**config.mk**
```make
export PLATFORM = sky130hd
export DESIGN_NAME = bcd_updown_counter
export DESIGN_NICKNAME = d
export VERILOG_FILES = /design/src/rtl/bcd_pkg.sv /design/src/rtl/bcd_digit.sv /design/src/rtl/bcd_updown_counter.sv
export SDC_FILE = /design/constraint.sdc
export NUM_CORES = 1
export LEC_CHECK = 0
export ABC_AREA = 1
export BUFFER_PORTS_ARGS = -buffer_cell sky130_fd_sc_hd__buf_2
export CAP_MARGIN = 15
export CORE_AREA = 2 2 44 46
export CTS_CLUSTER_DIAMETER = 50
export DETAILED_ROUTE_END_ITERATION = 8
export DIE_AREA = 0 0 46 48
export PLACE_DENSITY = 0.79
export SYNTH_ARGS = -nofsm -noshare
export SYNTH_HDL_FRONTEND = slang
export SYNTH_HIERARCHICAL = 1
export SYNTH_SLANG_ARGS = --single-unit
```
**constraint.sdc**
```tcl
create_clock -name clk_i -period 2.9 [get_ports clk_i]
set_input_delay 0.145 -clock clk_i [delete_from_list [all_inputs] [get_ports clk_i]]
set_output_delay 0.145 -clock clk_i [all_outputs]
set_load 0.02 [all_outputs]
```
**src/rtl/bcd_pkg.sv**
```systemverilog
// BCD digit type, digit limit and load-validation helper shared by the counter files.
// Latency: none (types and a pure function only).
// Backpressure: not applicable.
package bcd_pkg;

    typedef logic [3:0] bcd_digit_t;

    localparam bcd_digit_t BCD_DIGIT_MAX = 4'd9;

    // True when the digit is a legal value for a position whose ceiling is lim.
    function automatic logic is_valid_bcd(bcd_digit_t d, bcd_digit_t lim);
        return (d <= lim);
    endfunction

endpackage

```
**src/rtl/bcd_digit.sv**
```systemverilog
// One BCD digit 0..LIMIT with clear/load/hold/up/down and roll-over flags.
// Latency: q_o updates on the rising edge after a request; roll flags are combinational.
// Backpressure: hold_i freezes the digit; roll flags still report the pending roll.
//
// Ports: clk_i/rst_i clock and async reset; up_i/down_i step requests; hold_i freeze;
//        clr_i sync clear; ld_i/ld_val_i parallel load; q_o digit value;
//        roll_up_o = stepping up from LIMIT; roll_dn_o = stepping down from 0.
module bcd_digit
    import bcd_pkg::*;
#(
    parameter bcd_digit_t LIMIT = BCD_DIGIT_MAX
) (
    input  logic       clk_i,
    input  logic       rst_i,
    input  logic       up_i,
    input  logic       down_i,
    input  logic       hold_i,
    input  logic       clr_i,
    input  logic       ld_i,
    input  bcd_digit_t ld_val_i,
    output bcd_digit_t q_o,
    output logic       roll_up_o,
    output logic       roll_dn_o
);

    bcd_digit_t q;

    always_ff @(posedge clk_i or posedge rst_i) begin
        if (rst_i) begin
            q <= '0;
        end else if (clr_i) begin
            q <= '0;
        end else if (ld_i) begin
            q <= ld_val_i;
        end else if (hold_i) begin
            q <= q;
        end else if (up_i) begin
            q <= (q == LIMIT) ? bcd_digit_t'(0) : bcd_digit_t'(q + 4'd1);
        end else if (down_i) begin
            q <= (q == '0) ? LIMIT : bcd_digit_t'(q - 4'd1);
        end
    end

    assign q_o       = q;
    assign roll_up_o = up_i & (q == LIMIT);
    assign roll_dn_o = down_i & (q == '0);

endmodule

```
**src/rtl/bcd_updown_counter.sv**
```systemverilog
// Multi-digit BCD up/down counter with top-digit limit, wrap/saturate, clear and validated load.
// Latency: count and load_err_o update one edge after the request; carry/borrow/at_zero are combinational.
// Backpressure: stop_i, clear_i or load_i block counting and force carry_o/borrow_o low.
//
// Ports: clk_i/rst_i clock and async active-high reset; inc_i/dec_i step requests;
//        stop_i hold; clear_i sync clear; load_i/load_val_i parallel load (digit 0 in [3:0]);
//        digits_o count; carry_o/borrow_o same-cycle roll-out for chaining;
//        at_zero_o count is zero; load_err_o one-cycle pulse after a rejected load.
module bcd_updown_counter
    import bcd_pkg::*;
#(
    parameter int NUM_DIGITS    = 2,
    parameter int TOP_DIGIT_MAX = 9,
    parameter bit WRAP          = 1'b1
) (
    input  logic                    clk_i,
    input  logic                    rst_i,
    input  logic                    inc_i,
    input  logic                    dec_i,
    input  logic                    stop_i,
    input  logic                    clear_i,
    input  logic                    load_i,
    input  logic [NUM_DIGITS*4-1:0] load_val_i,
    output logic [NUM_DIGITS*4-1:0] digits_o,
    output logic                    carry_o,
    output logic                    borrow_o,
    output logic                    at_zero_o,
    output logic                    load_err_o
);

    localparam bcd_digit_t TOP_LIM = bcd_digit_t'(TOP_DIGIT_MAX);

    logic inc_acc;
    logic dec_acc;
    logic load_ok;
    logic load_bad;
    logic sat_hold;
    logic digit_hold;
    logic load_err_q;

    // Any higher-priority request, or both directions at once, cancels the step.
    assign inc_acc = inc_i & ~dec_i & ~stop_i & ~clear_i & ~load_i;
    assign dec_acc = dec_i & ~inc_i & ~stop_i & ~clear_i & ~load_i;

    always_comb begin
        load_ok = 1'b1;
        for (int k = 0; k < NUM_DIGITS; k++) begin
            if (!is_valid_bcd(load_val_i[4*k +: 4],
                              (k == NUM_DIGITS-1) ? TOP_LIM : BCD_DIGIT_MAX)) begin
                load_ok = 1'b0;
            end
        end
    end

    assign load_bad = load_i & ~clear_i & ~load_ok;

    // When saturating, the roll-out of the top digit still reports carry/borrow,
    // but every digit is frozen so the count stays at MAX or zero.
    assign sat_hold   = ~WRAP & (carry_o | borrow_o);
    assign digit_hold = stop_i | (load_i & ~load_ok) | sat_hold;

    for (genvar k = 0; k < NUM_DIGITS; k++) begin : g_digit
        logic up_en;
        logic dn_en;
        logic roll_up;
        logic roll_dn;

        // Each roll flag already includes its own enable, so the previous
        // digit's roll flag equals the AND of all lower roll flags.
        if (k == 0) begin : g_lsd
            assign up_en = inc_acc;
            assign dn_en = dec_acc;
        end else begin : g_upper
            assign up_en = g_digit[k-1].roll_up;
            assign dn_en = g_digit[k-1].roll_dn;
        end

        bcd_digit #(
            .LIMIT ((k == NUM_DIGITS-1) ? TOP_LIM : BCD_DIGIT_MAX)
        ) u_digit (
            .clk_i     (clk_i),
            .rst_i     (rst_i),
            .up_i      (up_en),
            .down_i    (dn_en),
            .hold_i    (digit_hold),
            .clr_i     (clear_i),
            .ld_i      (load_i & load_ok),
            .ld_val_i  (load_val_i[4*k +: 4]),
            .q_o       (digits_o[4*k +: 4]),
            .roll_up_o (roll_up),
            .roll_dn_o (roll_dn)
        );
    end

    assign carry_o   = g_digit[NUM_DIGITS-1].roll_up;
    assign borrow_o  = g_digit[NUM_DIGITS-1].roll_dn;
    assign at_zero_o = (digits_o == '0);

    always_ff @(posedge clk_i or posedge rst_i) begin
        if (rst_i) begin
            load_err_q <= 1'b0;
        end else begin
            load_err_q <= load_bad;
        end
    end

    assign load_err_o = load_err_q;

endmodule
```
# Yosys cells after proc, flatten, opt, wreduce, memory -nomap -nowiden
# Cells that the tools add are included.
# W data, S select, Z words.
[word_totals]
out_inout_bits = 12
register_bits = 9
wordCells = 58
input_bits = 15
[op_classes]
mux = 16
bitwise_logic = 23
n_addsub = 4
reduce_logical = 7
order_cmp = 2
n_eq_ne = 3
[op_table]
columns = ["op", "count"]
rows = [
  ["$mux W4", 14],
  ["$and A1 B1 Y1", 16],
  ["$add A4 B1 Y4 const B", 2],
  ["$eq A4 B4 Y1 const B", 2],
  ["$le A4 B4 Y1 const B", 2],
  ["$logic_not A4 Y1", 2],
  ["$logic_not A8 Y1", 1],
  ["$reduce_bool A4 Y1", 2],
  ["$sub A4 B1 Y4 const B", 2],
  ["$not A1 Y1", 6],
  ["$reduce_and A2 Y1", 2],
  ["$ne A3 B2 Y1 const B", 1],
  ["$mux W1", 2],
  ["$or A1 B1 Y1", 1],
]

# Depth between registers and ports, before layout
# Gate-level depths: netlist of the first run.
[depth]
depth_word = 11
depth_mapped = 12
mapped_depth_nobuf = 12

# Hierarchy
# Netlist of the first run, hierarchy kept.
[by_module_without_submodules]
columns = ["mod", "seq_area_each_um2", "cells_per_inst", "area_per_inst_um2", "n_inst"]
rows = [
  ["bcd_digit", 100.1, 68, 365.4, 2],
  ["bcd_updown_counter", 25.0, 25, 133.9, 1],
]

# Worst setup path before layout of the first run
# OpenSTA, ideal clock, no wires.
[synth_path]
kind = "register to output"
startpoint = "reg g_digit[0].u_digit.q[0]"
endpoint = "out carry_o"
arrival_ns = 1.340
required_ns = 2.755
path_buffers = 0
stages_incl_launch_ff = 7
slack_ns = 1.415
cell_sequence = "dfrtp_1 -> nand2_1 -> clkinv_1 -> nand2_1 -> nor2_1 -> inv_1 -> nor2_1"
[synth_between]
elab_chain_len = 3
[synth_rtl]
columns = ["item", "line_no", "rtl"]
rows = [
  ["start, declared", "bcd_digit.sv:26", "bcd_digit_t q;"],
  ["start signal, assigned", "bcd_digit.sv:34", "q <= ld_val_i;"],
  ["start signal, assigned", "bcd_digit.sv:36", "q <= q;"],
  ["start signal, assigned", "bcd_digit.sv:38", "q <= (q == LIMIT) ? bcd_digit_t'(0) : bcd_digit_t'(q + 4'd1);"],
  ["$eq A4 B4 Y1", "bcd_digit.sv:45", "assign roll_up_o = up_i & (q == LIMIT);"],
  ["$and A1 B1 Y1", "bcd_digit.sv:45", ""],
  ["named net g_digit[0].roll_up", "bcd_updown_counter.sv:65", "logic roll_up;"],
  ["$and A1 B1 Y1", "bcd_digit.sv:45", ""],
  ["end, declared", "bcd_updown_counter.sv:25", "output logic carry_o,"],
]
# The timed path passes the listed nets, and every way through them passes these cells.

# Worst setup path after layout of the first run
# Ends and elaborated chain as after synthesis.

==> flow_summary.ini, run 1 <==
[timing]
setup_viol = 0
fin_tns_setup_ns = 0
tightest_slew_ns = 0.3004
finClkSkew_ns = 0.0002076
fmax_mhz = 572.7
rsz0062_at_grt = no
relSlewSlack = 0.7998
slew_violations = 0
min_period_ns = 1.746
min_period_over_period = 0.6021
hold_violations = 0

[critical_path]
critPathTopFamily = flip-flops
cp_num_buf_inv = 3
required_ns = 2.76
arrival_ns = 1.60
critPathKind = reg -> out
cpPeakStageDelay_ns = 0.51
critPathLaunchType = register
worstPathCellList = nand2_1, clkinv_1, nand2_1, nor2_1, inv_1, nor2_1, buf_2
critPathMaxFanout = 9
slowest_stage = dfrtp_1
worstSetupEndpointType = primary output

[global_route]
grt_pass1_wl_um = 3415
grt_overflow = 0
grt_max_degree = 10
grt_pass1_vias = 840
antenna_found_initial = 0
gr-usage-all-layers = 0.2097

[pwr]
p_leak_nw = 0.6459
power_switching_mw = 0.2384
seqPwrFrac = 0.357
switching_share = 0.4513
power.density_nw_per_um2 = 502.1
ir_worst_vdd_v = 0.0001778
clock_power_share = 0.174
p_comb_frac = 0.468
p_int_mw = 0.2899

[yosys]
syn_avg_cell_area_um2 = 5.370
syn_nets = 176
ys_types = 16
synth_seq_area_share = 0.2605
ys_seq_elements = 9
ys_warn_count = 6
netlist_area_um2 = 864.6
syn_inst = 161

[clock_tree]
htreeDepth = 1
ctsRootBufferMaster = clkbuf_4
cts_buffer_depth = 2
path_clk_slew_ns = 0.06
clk-insertion-delay-late_ns = 0.25
cts_made_buffers = 3
cts_setup_buffers = 0
cts_tree = yes
clock-sinks = 9
post_cts_resized = 0

[routing]
ant_nets = 0
drtIter0Drc = 31
routedWlPerCell_um = 9.904
viasPerCell = 4.885
dr.pass1.iters = 4
drc = 0
finalWirelength_um = 2070
vias = 1021

[outcome]
status = completed

[cells_and_area]
layout_commonest_cell = nand2_1
nets = 208
final_cell_mix = nand2_1, nor2_1, buf_2
drive_above_1_share = 0.1979
diodes = 0
area_growth_pct = 21.71
n_fill_cell = 177
final_cell_area_um2 = 1052

[floorplan]
coreArea_um2 = 1689
die_w_um = 46
die_y_um = 48
fp.dieArea_um2 = 2208
rows = 15
initial_core_util = 0.5119
io_pins = 27

[place]
dp_hpwl_um = 1720
place.gp.congestion = 0.8174
portBuffers = 26
dpl_cell_area_um2 = 1016

[run]
drv_cap = 0

[hold_path]
hp-class = in -> reg
logic make-up after synthesis:
logic type | Yosys count | synth area share
compound gates | 13 | 0.09550
buf+inv | 25 | 0.1085
flops | 9 | 0.2605
simple gates | 114 | 0.5355
path summary, 6_finish.rpt:
path / from / end / slack [ns] / depth (start not counted)
min in group asynchronous: rst_i / load_err_o$_DFF_PP0_ / 0.29 / 3
hold reg to reg: g_digit[0].u_digit/q_o[2]$_DFFE_PP0P_ / g_digit[0].u_digit/q_o[2]$_DFFE_PP0P_ / 0.61 / 2
hold / removal: load_i / load_err_o$_DFF_PP0_ / 0.16 / 3
setup reg to reg: g_digit[0].u_digit/q_o[0]$_DFFE_PP0P_ / g_digit[1].u_digit/q_o[3]$_DFFE_PP0P_ / 1.33 / 9
setup / recovery: g_digit[0].u_digit/q_o[0]$_DFFE_PP0P_ / carry_o / 1.15 / 7
max in group asynchronous: rst_i / g_digit[1].u_digit/q_o[3]$_DFFE_PP0P_ / 2.41 / 3
flip-flops by register name (all words and copies together), names as in the netlist:
signal	flops
g_digit.u_digit/q_o	8
load_err_o	1
per-layer routing:
layer  up-vias  GRT usage  share of wire
li1        554          -              -
met1       437     0.2980           0.49
met2        28     0.3278           0.46
met3         2    0.01509          0.047
met4         0    0.08571         0.0092
met5         -          0              0
area by class of cell:
cell class	instances	area, µm²	share of cell area
clock buffers	4	26.28	0.02497
inverters	25	93.84	0.08918
repair buffers	27	140.1	0.1332
multi-input cells	127	545.5	0.5184
flip-flops and latches	9	225.2	0.2140
well taps	17	21.27	0.02021
metrics by stage:
| stage | utilization | power (mW) | hold slack (ns) | setup slack (ns) | instances |
|---|---|---|---|---|---|
| after CTS | 0.6230 | 0.5327 | 0.1581 | 1.133 | 209 |
| final | 0.6230 | 0.5283 | 0.1596 | 1.154 | 209 |
| after floorplan | - | 0.3643 | -0.1263 | 1.415 | 161 |
| after global placement | 0.6015 | 0.4303 | 0.001929 | 1.355 | 204 |
| after detailed placement | 0.6015 | 0.4372 | 0.006566 | 1.257 | 204 |
| after global routing | 0.6230 | 0.5770 | 0.1858 | 1.006 | 209 |
power groups by stage:
| stage | Clock, mW | Sequential, mW | Combinational [mW] |
|---|---|---|---|
| global route | 0.101 | 0.193 | 0.283 |
| floorplan | 0 | 0.206 | 0.158 |
| global placement | 0 | 0.188 | 0.242 |
| detailed placement | 0 | 0.190 | 0.247 |
| finish | 0.0921 | 0.189 | 0.247 |
| CTS | 0.0953 | 0.188 | 0.249 |
worst register-to-register path, delay by kind of cell (launching register included):
kind | cells | cell delay, ns
flops | 1 | 0.48
compound gates | 1 | 0.08
simple gates | 8 | 0.96
synth_stat cells:
master	number	share of area
a21oi_1	1	0.0058
clkinv_1	4	0.017
inv_1	19	0.082
nand2_1	69	0.30
dfrtp_1	9	0.26
nand3_1	11	0.064
nor2_2	4	0.029
o21bai_1	2	0.017
o21ai_0	4	0.023
o21ai_2	2	0.020
nor3_2	1	0.012
o21ai_1	2	0.012
nor2_1	27	0.12
nand4_1	2	0.014
inv_2	2	0.0087
o211ai_1	2	0.017
repair_timing:
action | 4_1_cts | 5_1_grt
hold buffers | 1 | 0
endpoints found under the hold margin | 9 | 0
setup endpoints to repair | 0 | 0
Note: power is estimated with default switching activity, not from simulation.
==> run 2, diff against run 1 <==
--- a/config.mk
+++ b/config.mk
@@ -5,14 +5,14 @@
 export SDC_FILE = /design/constraint.sdc
 export NUM_CORES = 1
 export LEC_CHECK = 0
-export ABC_AREA = 1
+export ABC_AREA = 0
 export BUFFER_PORTS_ARGS = -buffer_cell sky130_fd_sc_hd__buf_2
 export CAP_MARGIN = 15
-export CORE_AREA = 2 2 44 46
+export CORE_AREA = 2 2 51 53
 export CTS_CLUSTER_DIAMETER = 50
 export DETAILED_ROUTE_END_ITERATION = 8
-export DIE_AREA = 0 0 46 48
-export PLACE_DENSITY = 0.79
+export DIE_AREA = 0 0 53 55
+export PLACE_DENSITY = 0.73
 export SYNTH_ARGS = -nofsm -noshare
 export SYNTH_HDL_FRONTEND = slang
 export SYNTH_HIERARCHICAL = 1
==> constraint.sdc (replaced) <==
create_clock -name clk_i -period 1.6 [get_ports clk_i]
set_input_delay 0.08 -clock clk_i [delete_from_list [all_inputs] [get_ports clk_i]]
set_output_delay 0.08 -clock clk_i [all_outputs]
set_load 0.02 [all_outputs]
==> run 2 against run 1 <==
The run now ends with negative setup slack left. Total power is 33% higher. Clock power is 97% higher. Design area is 35% higher. Die area is 32% higher. Worst setup slack worse by 1.2 ns. Worst hold slack worse by 0.11 ns. Synthesized cell count is 20% lower. Largest cell class unchanged. Combinational power is 8.1% higher. Wire length is 42% higher. Final cell count is 3.3% lower. Critical path type unchanged. Global-route usage is 1.8 points higher. Largest power group unchanged.
==> flow_summary.ini, run 2 <==
[routing]
ant_nets = 0
drc = 0
finalWirelength_um = 2941
routedWlPerCell_um = 14.56
drtIter0Drc = 52
dr.pass1.iters = 4
viasPerCell = 5.931
vias = 1198

[timing]
finClkSkew_ns = 0.003818
tightest_slew_ns = 0.4139
rsz0062_at_grt = yes
relSlewSlack = 0.7241
slew_violations = 0
fmax_mhz = 613.3
hold_violations = 0
holdWs_ns = 0.05347
min_period_ns = 1.630
min_period_over_period = 1.019
finalWorstSetupSlack_ns = -0.03045
setup_viol = 3

[yosys]
ys_warn_count = 6
ys_types = 37
netlist_area_um2 = 1070
synth_area_leaders = dfrtp_1, nor2_1, a21oi_1
syn_inst = 129
synth_most_common_cell = nor2_1
synth-edff-count = 0
async_flop_share = 1.000
synth_top_area_cell = dfrtp_1
ys.flop_type = dfrtp_1
synth_top_area_share = 0.2105
netlist_top_cells_count = nor2_1, a21oi_1, dfrtp_1, inv_1, nand3b_1
synth_seq_area_share = 0.2105
syn_nets = 144
ys_seq_elements = 9
syn_avg_cell_area_um2 = 8.293

[critical_path]
r2r-start = g_digit[0].u_digit/q_o[1]$_DFFE_PP0P_
critPathLaunchType = register
cpPeakStageDelay_ns = 0.49
worstPathCellList = buf_6, or4_1, nor2_1, buf_4
required_ns = 1.52
startpoint = g_digit[0].u_digit/q_o[0]$_DFFE_PP0P_
critPathTopFamily = simple AND/OR/NAND/NOR gates
r2r_slack_ns = 0
slowest_stage = or4_1
critPathKind = reg -> out
critPathMaxFanout = 3
worstSetupEndpointType = primary output
cp_num_buf_inv = 2
arrival_ns = 1.55

[hold_path]
hp-class = in -> reg
min_from = load_val_i[0]

[cells_and_area]
seq_area_um2 = 226.5
diodes = 0
nets = 188
largest_reg_flops = 8
area_growth_pct = 32.98
post-route-util = 0.6016
final_cell_mix = buf_2, buf_4, nor2_1
final_cells = 202
n_fill_cell = 214
drive_above_1_share = 0.4360
multi_input_area_um2 = 755.7
layout_commonest_cell = buf_2

[global_route]
grt_overflow = 0
grt_pass1_vias = 1109
grt_pass1_wl_um = 4816
antenna_found_initial = 0
gr-usage-all-layers = 0.2273
grt_max_degree = 23

[outcome]
status = finished with violations
violations = negative setup slack

[clock_tree]
clock-sinks = 9
path_clk_slew_ns = 0.06
cts_tree = yes
ctsRootBufferMaster = clkbuf_4
htreeDepth = 1
cts_made_buffers = 3
cts_buffer_depth = 2
clk-insertion-delay-late_ns = 0.27

[pwr]
finalPower_mw = 0.7011
power.density_nw_per_um2 = 492.8
p_int_mw = 0.4527
power_switching_mw = 0.2483
ir_worst_vdd_v = 0.0006097
switching_share = 0.3542
seqPwrFrac = 0.360
p_leak_nw = 0.6299
p_comb_frac = 0.381
clock_power_share = 0.258

[place]
dp_hpwl_um = 2223
place.gp.congestion = 0.8857
place_inst = 192
dp_slack_ns = -0.1804
portBuffers = 26

[floorplan]
fp.dieArea_um2 = 2915
die_w_um = 53
die_y_um = 55
rows = 18
coreArea_um2 = 2365
initial_core_util = 0.4524
io_pins = 27

[run]
drv_cap = 0
-- run 2: cell count changes after synthesis, sizes merged, moves of 7 or more --
cell / previous run / this run
nor2: 31 / 15
inv: 21 / 11
nand3: 11 / 2
buf: 0 / 10
a21oi: 1 / 11
nand3b: 0 / 7
nand2: 69 / 0
-- run 2: area by class of cell --
type / count / share of cell area
multi-input cells: 99 / 0.5312
repair buffers: 49 / 0.2357
flip-flops and latches: 9 / 0.1592
inverters: 11 / 0.02902
well taps: 30 / 0.02639
clock buffers: 4 / 0.01847
-- run 2: cell families (layout without fill, tap and decap cells) --
kind of cell              count (synthesis)  in the layout  share of synthesized area
AOI/OAI and AO/OA                        45             45                     0.3462
xor gates and xnor gates                  2              2                    0.01638
buffers and inverters                    21             64                     0.1181
DFF                                       9              9                     0.2105
muxes                                     2              2                    0.01871
and+or+nand+nor                          50             50                     0.2901
-- run 2: metrics by stage --
stage	area [µm²]	TNS (ns)
2_1_floorplan	1085	-0.3976
3_3_place_gp	1295	-0.5409
3_5_place_dp	1295	-0.9294
4_1_cts	1418	-0.09599
5_1_grt	1423	-0.4589
6_report	1423	-0.08408
-- run 2: layer usage --
layer	part of all wire	vias up	routed length, µm	GRT usage
met2	0.52	52	1527	0.4313
met1	0.39	574	1151	0.2484
met3	0.069	9	204	0.05108
met4	0.020	0	58	0.08120
met5	0	-	0	0
li1	-	563	-	-
-- run 2: tightest hold or removal path, cell delays in order --
cell and delay (ns):
buf_2 0.08, mux2i_1 0.06, nor2_1 0.07
-- run 2: path summary, 6_finish.rpt --
path                                                    endpoint  depth (start not counted)
max                                                    at_zero_o                          4
min                        g_digit[0].u_digit/q_o[0]$_DFFE_PP0P_                          3
max reg2reg                g_digit[1].u_digit/q_o[2]$_DFFE_PP0P_                          7
min reg2reg                g_digit[0].u_digit/q_o[2]$_DFFE_PP0P_                          3
max in group asynchronous  g_digit[0].u_digit/q_o[1]$_DFFE_PP0P_                          3
min in group asynchronous                   load_err_o$_DFF_PP0_                          3
-- run 2: timing repair --
item                                    CTS  global route
gates resized for setup                  14             2
setup buffers                             5             0
endpoints found under the setup margin    6             7
hold endpoints to repair                  9             0
hold buffers                              1             0
pin swaps                                 4             1
-- run 2: power groups by stage --
stage          clock (mW)  sequential [mW]  combinational (mW)
4_1_cts             0.190            0.252               0.263
6_report            0.181            0.252               0.267
3_5_place_dp            0            0.254               0.243
5_1_grt             0.199            0.254               0.286
3_3_place_gp            0            0.254               0.238
2_1_floorplan           0            0.269               0.143
